`src/rtl/apb_master.sv`:
```
// APB3 requester: accepts one valid/ready command at a time and runs it as an
// IDLE -> SETUP -> ACCESS transfer, with an optional wait-state timeout.
module apb_master #(
    parameter int unsigned ADDR_W  = 32,
    parameter int unsigned DATA_W  = 32,
    parameter int unsigned TIMEOUT = 16
) (
    input  logic              pclk,
    input  logic              preset,
    input  logic              cmd_valid,
    output logic              cmd_ready,
    input  logic              cmd_write,
    input  logic [ADDR_W-1:0] cmd_addr,
    input  logic [DATA_W-1:0] cmd_wdata,
    output logic              rsp_valid,
    output logic [DATA_W-1:0] rsp_rdata,
    output logic              rsp_timeout,
    output logic              psel,
    output logic              penable,
    output logic              pwrite,
    output logic [ADDR_W-1:0] paddr,
    output logic [DATA_W-1:0] pwdata,
    input  logic              pready,
    input  logic [DATA_W-1:0] prdata
);

    typedef enum logic [1:0] {
        StIdle   = 2'd0,
        StSetup  = 2'd1,
        StAccess = 2'd2
    } state_e;

    localparam int unsigned CntW = (TIMEOUT == 0) ? 1 : $clog2(TIMEOUT + 1);
    localparam logic [CntW-1:0] CntLast = (TIMEOUT == 0) ? '0 : CntW'(TIMEOUT - 1);
    localparam logic [CntW-1:0] CntMax  = '1;

    state_e            state_q, state_d;
    logic [CntW-1:0]   cnt_q, cnt_d;
    logic              cmd_ready_q;
    logic              latch_cmd;
    logic              rsp_valid_d;
    logic              rsp_timeout_d;
    logic [DATA_W-1:0] rsp_rdata_d;

    // Registered ready, forced low while reset is asserted.
    assign cmd_ready = cmd_ready_q & ~preset;

    always_comb begin
        state_d       = state_q;
        cnt_d         = cnt_q;
        latch_cmd     = 1'b0;
        rsp_valid_d   = 1'b0;
        rsp_timeout_d = 1'b0;
        rsp_rdata_d   = '0;
        unique case (state_q)
            StIdle: begin
                if (cmd_valid && cmd_ready) begin
                    latch_cmd = 1'b1;
                    state_d   = StSetup;
                end
            end
            StSetup: begin
                state_d = StAccess;
                cnt_d   = '0;
            end
            StAccess: begin
                // Completion takes priority over expiry in the same cycle.
                if (pready) begin
                    state_d     = StIdle;
                    rsp_valid_d = 1'b1;
                    if (!pwrite) begin
                        rsp_rdata_d = prdata;
                    end
                end else if ((TIMEOUT != 0) && (cnt_q == CntLast)) begin
                    state_d       = StIdle;
                    rsp_valid_d   = 1'b1;
                    rsp_timeout_d = 1'b1;
                end else if (cnt_q != CntMax) begin
                    cnt_d = cnt_q + 1'b1;
                end
            end
            default: state_d = StIdle;
        endcase
    end

    always_ff @(posedge pclk) begin
        if (preset) begin
            state_q     <= StIdle;
            cnt_q       <= '0;
            cmd_ready_q <= 1'b0;
            psel        <= 1'b0;
            penable     <= 1'b0;
            pwrite      <= 1'b0;
            paddr       <= '0;
            pwdata      <= '0;
            rsp_valid   <= 1'b0;
            rsp_timeout <= 1'b0;
            rsp_rdata   <= '0;
        end else begin
            state_q     <= state_d;
            cnt_q       <= cnt_d;
            cmd_ready_q <= (state_d == StIdle);
            psel        <= (state_d != StIdle);
            penable     <= (state_d == StAccess);
            rsp_valid   <= rsp_valid_d;
            rsp_timeout <= rsp_timeout_d;
            rsp_rdata   <= rsp_rdata_d;
            if (latch_cmd) begin
                pwrite <= cmd_write;
                paddr  <= cmd_addr;
                pwdata <= cmd_wdata;
            end
        end
    end

endmodule

```
`config.mk`:
```
export PLATFORM = sky130hd
export DESIGN_NAME = apb_master
export DESIGN_NICKNAME = d
export VERILOG_FILES = /design/src/rtl/apb_master.sv
export SDC_FILE = /design/constraint.sdc
export NUM_CORES = 1
export LEC_CHECK = 0
export CORE_MARGIN = 5
export CORE_UTILIZATION = 39
export CTS_CLUSTER_DIAMETER = 120
export DETAILED_ROUTE_END_ITERATION = 8
export GPL_TIMING_DRIVEN = 0
export PLACE_DENSITY = 0.87
export SLEW_MARGIN = 20
export SYNTH_ARGS = -nofsm -noshare
export SYNTH_HDL_FRONTEND = slang
export SYNTH_SLANG_ARGS = --single-unit
```
`constraint.sdc`:
```
create_clock -name pclk -period 2.91 [get_ports pclk]
set_input_delay 0.582 -clock pclk [delete_from_list [all_inputs] [get_ports pclk]]
set_output_delay 0.582 -clock pclk [all_outputs]
set_load 0.01 [all_outputs]
```
* Word-level counts from Yosys, hierarchy flattened *
Cells that the tools add are included.
W data, S select, Z words.

cells by class
  bitwise operators = 4
  muxes and demuxes = 12
  shift operators = 0
  divide/modulo/power cells = 0
  equality and inequality tests = 8
  magnitude comparators = 0
  reductions and logical operators = 9
  add/subtract/negate cells = 1
  multipliers = 0

operators by type and width
  cell                   number
  $mux W5                3
  $pmux W5 S2            1
  $mux W2                3
  $ne A2 B2 Y1 const B   3
  $pmux W2 S3            1
  $add A5 B1 Y5 const B  1
  $eq A5 B4 Y1 const B   1
  $ne A5 B5 Y1 const B   1
  $eq A2 B2 Y1 const B   2
  $logic_not A2 Y1       2
  $mux W1                4
  $reduce_and A4 Y1      1
  $reduce_bool A2 Y1     2
  $reduce_or A4 Y1       1
  $not A1 Y1             3
  $reduce_or A3 Y1       1
  $eq A2 B1 Y1 const B   1
  $reduce_or A2 Y1       1
  $and A1 B1 Y1          1
  $logic_and A1 B1 Y1    1

word-level totals
  bits in read-only memories = 0
  input bits = 101
  RAM bits = 0
  output and inout bits = 102
  memories kept = 0
  word-level logic and storage cells = 45
  register bits after elaboration = 109
  bits in latches = 0

* Depth between registers and ports, before layout *
Gate-level depths: netlist of the first run.

  depth after elaboration = 6
  depth in mapped cells = 7

* Worst setup path after synthesis of the first run *
Ideal clock, no wire load.

  path type = register -> register
  from = register cnt_q[0]
  to = register cnt_q[3]
  arrival = 2.003 ns
  stages on the path, launching flop included = 7
  path slack = 0.833 ns
  setup time = 0.074 ns
  cells stage by stage = dfxtp_1 ha_1 and3_1 ha_1 or4b_1 or4_1 a31oi_1

between the ends
  longest elaborated chain between the ends = 5

RTL lines
  item                    line  text
  start, declared         38    logic [CntW-1:0] cnt_q, cnt_d;
  start signal, assigned  101   cnt_q <= cnt_d;
  $add A5 B1 Y5           79    cnt_d = cnt_q + 1'b1;
  $mux W5                 78    end else if (cnt_q != CntMax) begin
  $mux W5                 74    end else if ((TIMEOUT != 0) && (cnt_q == CntLast)) begin
  $mux W5                 68    if (pready) begin
  $pmux W5 S2             55    unique case (state_q)

Several ways; a longest one is shown, not always the timed one. The select of a mux whose other input is x is not followed.
A chain may end at the register's enable or synchronous reset.

* Final worst setup path of the first run *
  from = input preset
  to = output cmd_ready

between the ends
  longest elaborated chain between the ends = 2

RTL lines
  item             line  text
  start, declared  9     input logic preset,
  $not A1 Y1       46    assign cmd_ready = cmd_ready_q & ~preset;
  $and A1 B1 Y1    46
  end, declared    11    output logic cmd_ready,

No other way between the ends.

==> results.md, run 1 <==
- Status: complete, no violations
- Largest net degree at the start of global routing: 19
- Main synth FF type: dfxtp_1
- Max stage delay on crit path: 0.55 ns
- Setup violators final: 0
- Dpl hpwl: 9.300 mm
- Gpl congestion: approximately 0.78
- Die Y: roughly 110 um
- Post-synthesis cell type count: 28
- Worst Setup Slack post-DPL: around 0.029 ns
- Placed Cells: around 760
- Async set or reset register ratio after synthesis: 0
- Critical Path Slowest Stage Cell: clkdlybuf4s50_1
- Crit start category: input pin
- CTS max path bufs: 2
- Area leader, netlist: dfxtp_1
- Final Hold Violating Endpoints: 0
- Synth top area share: 0.5709
- Max-Cap Viols: 0
- Worst-case vdd ir drop: between 0.0002 and 0.0003 V
- Max-slew violation count: 0
- Port Buf Inserts: between 200 and 250
- Post-Synthesis Cell Area: approximately 3800 sq um
- Highest Clock Rate: ~0.38 GHz
- Synth warnings: 0
- Setup TNS: 0 ns
- Post-synthesis average cell area: 9.101 sq um
- Sequential area share after synthesis: 0.5709
- Synth top area cells: dfxtp_1 (57%), a21oi_1 (9.3%), nand3_1 (8.6%)
- Drt drc: 0
- Die ar.: about 12000 sq um
- Hold WC Path Type: register to register
- Number of DRC markers in iteration 0: ~190
- Starting Density: 0.3947
- Vias post-DR: slightly below 4000
- CP required: around 2.3 ns
- CTS tree: built
- Worst-path fanout max: 10
- Slew @ Worst Pin: about 0.54 ns
- Crit end category: output port
- Power Dens Cells: 446.7 nW/um^2
- CTS Sinks: 109
- Synthesized instance count: between 400 and 500
- Crit Path Category: input pin to output port
- Fin crit period: ~2.7 ns
- Fin crit share: 0.9161
- CTS Buf Count: 9
- Fin Clk Skew: 0.01015 ns
- Crit-path most repeated cell: clkdlybuf4s50_1
- Setup ws final: about 0.24 ns
- Fin cells: roughly 770
- Grt ovf: 0
- Share of cells above drive strength 1: 0.04232
- FF-to-FF setup slack: 0.59 ns
- H-tree depth: 3
- Area delta synth->final: 61.80%
- IO Pins: between 200 and 250
- Vias in the first global route: roughly 3800
- #FFs+latches synth: roughly 110
- Clk_lat worst skew: between 0.3 and 0.4 ns
- Slew margin rel.: 0.6376
- N_diodes: 0
- Setup Buffers After CTS: 0
- Number of flops mapped to enable cells by yosys: 0
- Die X: 109 um
- Clk slew on worst S/H paths: approximately 0.10 ns
- Critical path arrival: 2.08 ns
- RSZ-0062 raised after global routing: false
- Antenna Nets Post-Route: 0
- CTS root buf: clkbuf_8
- Synth Net Count: between 500 and 600
- # rows: 36
- Core footprint: 9684 sq um
- CP Cell Sequence: clkdlybuf4s50_1 -> clkbuf_2 -> nor2b_1 -> clkdlybuf4s50_1
- CTS hold repair buffers: 0
- Vias/cell: ~5
- Leakage: 2.128 nW
- Pre-antenna DRT Iters: 4
- Routed len/inst: 15.79 um
- Gr usage total: 0.1969
- First-pass GRT wire length: roughly 18 mm
- Final WL: roughly 12 mm
- Initial antenna violation count: 0
- Post-CTS resize count: 0
- Nets: 737
[synth_stat cells, types with 2 or more instances]
library cell and count:
dfxtp_1 109, nand3_1 66, inv_1 2, nand2b_1 3, and2_1 32, o211ai_1 5
or4b_1 2, a21oi_1 71, clkbuf_1 34, o21ai_0 65, or3_1 2, buf_2 8
nor4b_1 2, ha_1 3, nor2_1 3
[worst max-delay path, delay by kind of cell]
kind / cells / cell delay (ns)
buffers and inverters: 3 / 1.32
and+or+nand+nor: 1 / 0.18
[registers in the layout, summed over array words and instances, names as in the netlist]
signal / cells
paddr: 32
rsp_timeout: 1
pwdata: 32
cmd_ready_q: 1
rsp_valid: 1
state_q: 2
psel: 1
pwrite: 1
rsp_rdata: 32
cnt_q: 5
penable: 1
[layout make-up]
type / instances / area [sq um]
fill: 823 / 3500
sequential: 109 / 2182
timing repair buffer: 202 / 2022
multi-input combinational: 267 / 1465
buffer: 42 / 168.9
tap: 133 / 166.4
clock buffer: 9 / 123.9
clock inverter: 7 / 48.80
inverter: 2 / 7.507
[kinds of logic (layout without fill, tap and decap cells)]
logic type / after synthesis / count (layout) / share of synthesized area
AOI/OAI and AO/OA: 144 / 144 / 0.1944
and+or+nand+nor: 120 / 120 / 0.1791
DFF: 109 / 109 / 0.5709
buffers and inverters: 44 / 262 / 0.04583
adders and majority gates: 3 / 3 / 0.009821
[path summary, 6_finish.rpt]
check        depth (start not counted)     start        end
max                                  4    preset  cmd_ready
min reg2reg                          2  paddr[5]   paddr[5]
max reg2reg                          7  cnt_q[0]   cnt_q[4]
min                                  2  paddr[5]   paddr[5]
[layout by cell type, fill, tap and decap left out, drive strengths merged]
master	count
clkdlybuf4s50	202
dfxtp	109
a21oi	71
nand3	66
o21ai	65
clkbuf	43
and2	32
buf	8
o211ai	5
inv	5
nor2	3
nand2b	3
ha	3
clkinv	3
nor4b	2
or4b	2
or3	2
nor3b	2
nor2b	1
or4	1
nand4b	1
a31oi	1
a211o	1
nand3b	1
or3b	1
nand2	1
o21ba	1
nor3	1
and3	1
clkinvlp	1
[report_power, final]
part,switching [W],total [W],internal (W)
sequential,0.0000184,0.00155,0.00153
combinational,0.000164,0.000380,0.000216
clock,0.000519,0.000836,0.000317
total,0.000701,0.00276,0.00206
[metrics by stage]
step | total power (W) | util | cell area [sq um] | hold slack (ns)
2_1_floorplan | 0.001710 | - | 3822 | 0.4856
4_1_cts | 0.002794 | 0.6385 | 6183 | 0.4819
5_1_grt | 0.002894 | 0.6386 | 6185 | 0.5115
3_3_place_gp | 0.001949 | 0.6207 | 6011 | 0.4605
6_report | 0.002763 | 0.6386 | 6185 | 0.4823
3_5_place_dp | 0.001958 | 0.6207 | 6011 | 0.4683
[metal layers]
metal,up-vias,global-route usage,routed length (um),part of all wire
li1,1890,-,-,-
met1,1848,0.2207,4620,0.38
met2,137,0.3627,6562,0.54
met3,24,0.04500,731,0.060
met4,0,0.06853,259,0.021
met5,-,0,0,0
Power figures use the tool's default switching activity.
==> run 2: changes to the inputs <==
- CTS_CLUSTER_DIAMETER: 120 -> default
==> results of run 2 <==
Same layout as run 1: the final DEF is identical, and so are final timing and power.
==> run 3: changes to the inputs <==
- GPL_TIMING_DRIVEN: 0 -> 1
==> results.md, run 3 (synthesis results as in run 1) <==
- Fin crit share: 0.7974 (was 0.9161)
- IO Pins: 203 (unchanged)
- Vias in the first global route: 3852 (was 3799)
- Crit Path Category: register to register (was input pin to output port)
- H-tree depth: 3 (unchanged)
- Fin crit period: 2.320 ns (was 2.666 ns)
- CTS max path bufs: 2 (unchanged)
- Hold WC Path Type: register to register (unchanged)
- Setup Buffers After CTS: 0 (unchanged)
- Clk_lat worst skew: 0.37 ns (was 0.35 ns)
- Antenna Nets Post-Route: 0 (unchanged)
- Die ar.: 11880 sq um (unchanged)
- RSZ-0062 raised after global routing: false (unchanged)
- Routed len/inst: 16.21 um (was 15.79 um)
- Grt ovf: 0 (unchanged)
- Status: complete, no violations (unchanged)
- Gpl congestion: 0.7157 (was 0.7800)
- Slew @ Worst Pin: 0.6900 ns (was 0.5436 ns)
- Number of DRC markers in iteration 0: 175 (was 192)
- Gr usage total: 0.1987 (was 0.1969)
- Nets: 704 (was 737)
- First-pass GRT wire length: 18.68 mm (was 18.43 mm)
- Vias/cell: 5.168 (was 5.057)
- CTS Buf Count: 9 (unchanged)
- Area delta synth->final: 60.85% (was 61.80%)
- Core footprint: 9684 sq um (unchanged)
- Slew margin rel.: 0.5400 (was 0.6376)
- # rows: 36 (unchanged)
- Top Registers: paddr: 32 flops, pwdata: 32 flops, rsp_rdata: 32 flops (unchanged)
- Layout Utilization: 0.6349 (was 0.6386)
- Port Buf Inserts: 202 (unchanged)
- N_diodes: 0 (unchanged)
- Setup violators final: 0 (unchanged)
- Die Y: 109 um (unchanged)
- Largest net degree at the start of global routing: 67 (was 19)
- Max-Cap Viols: 0 (unchanged)
- Dpl hpwl: 8.559 mm (was 9.300 mm)
- Placed cell area: 5919 sq um (was 6011 sq um)
- CTS Sinks: 109 (unchanged)
- Power Dens Cells: 472.6 nW/um^2 (was 446.7 nW/um^2)
- Vias post-DR: 3814 (was 3899)
- Final Cell Area: 6148 sq um (was 6185 sq um)
- Highest Clock Rate: 0.4310 GHz (was 0.3751 GHz)
- Starting Density: 0.3947 (unchanged)
- Crit end category: register (was output port)
- Setup TNS: 0 ns (unchanged)
- Worst-case vdd ir drop: 0.0003123 V (was 0.0002903 V)
- Post-CTS resize count: 0 (unchanged)
- CP required: 3.19 ns (was 2.33 ns)
- Commonest non-fill, non-tap cells in the layout: clkdlybuf4s50_1 (200), dfxtp_1 (109), a21oi_1 (71) (was clkdlybuf4s50_1 (202), dfxtp_1 (109), a21oi_1 (71))
- Max-slew violation count: 0 (unchanged)
- Commonest non-fill, non-tap cell in the layout: clkdlybuf4s50_1 (unchanged)
- Worst-path fanout max: 4 (was 10)
- CTS hold repair buffers: 0 (unchanged)
- Drt drc: 0 (unchanged)
- Final Hold Violating Endpoints: 0 (unchanged)
- Fin Clk Skew: 0.01185 ns (was 0.01015 ns)
- Critical path arrival: 2.60 ns (was 2.08 ns)
- CTS tree: built (unchanged)
- Leakage: 2.122 nW (was 2.128 nW)
- Pre-antenna DRT Iters: 5 (was 4)
- Die X: 109 um (unchanged)
- Final WL: 11.97 mm (was 12.17 mm)
- Share of cells above drive strength 1: 0.05124 (was 0.04232)
- CTS root buf: clkbuf_8 (unchanged)
- Clk slew on worst S/H paths: 0.10 ns (about the same)
- Initial antenna violation count: 0 (unchanged)
- Crit start category: register (was input pin)
[run 3: layout make-up]
cell class              instances  area (sq um)
flip-flops and latches        109          2182
multi-input cells             267          1471
inverters                       2         7.507
clock inverters                 7         105.1
repair buffers                211          2092
well taps                     133         166.4
fillers                       811          3536
clock buffers                   9         123.9
[run 3: power breakdown]
part	leakage, nW	switching, W	internal, W	total (W)
logic	1.13	0.000159	0.000211	0.000370
registers	0.882	0.0000177	0.00153	0.00155
clock network	0.113	0.000562	0.000428	0.000990
[run 3: worst paths after layout]
kind                            startpoint        end  slack [ns]  depth (start not counted)
worst min-delay path             paddr[14]  paddr[14]        0.48                          2
worst min register to register   paddr[14]  paddr[14]        0.48                          2
worst max-delay path              cnt_q[0]   cnt_q[3]        0.59                          6
worst max register to register    cnt_q[0]   cnt_q[3]        0.59                          6
[run 3: worst max-delay path, cell delays in order, from the launching register on]
cell     delay (ns)
dfxtp_1        0.36
ha_1           0.24
and3_1         0.21
ha_1           0.22
or4b_1         0.55
or4_1          0.49
a31oi_1        0.17
[run 3: stage by stage]
step	power, W	instances	worst slack (ns)	hold slack, ns
after floorplan	0.001710	420	0.8328	0.4856
after global placement	0.001940	722	0.6067	0.4593
after detailed placement	0.001952	722	0.5155	0.4677
after CTS	0.002940	738	0.5996	0.4810
after global routing	0.003046	738	0.5167	0.5057
final	0.002906	738	0.5896	0.4785
[run 3: routing by layer]
| layer | global-route usage | up-vias | wire (um) |
|---|---|---|---|
| met5 | 0 | - | 0 |
| met4 | 0.1046 | 0 | 484 |
| met3 | 0.06157 | 43 | 853 |
| met2 | 0.3443 | 152 | 6249 |
| met1 | 0.2167 | 1789 | 4378 |
| li1 | - | 1830 | - |
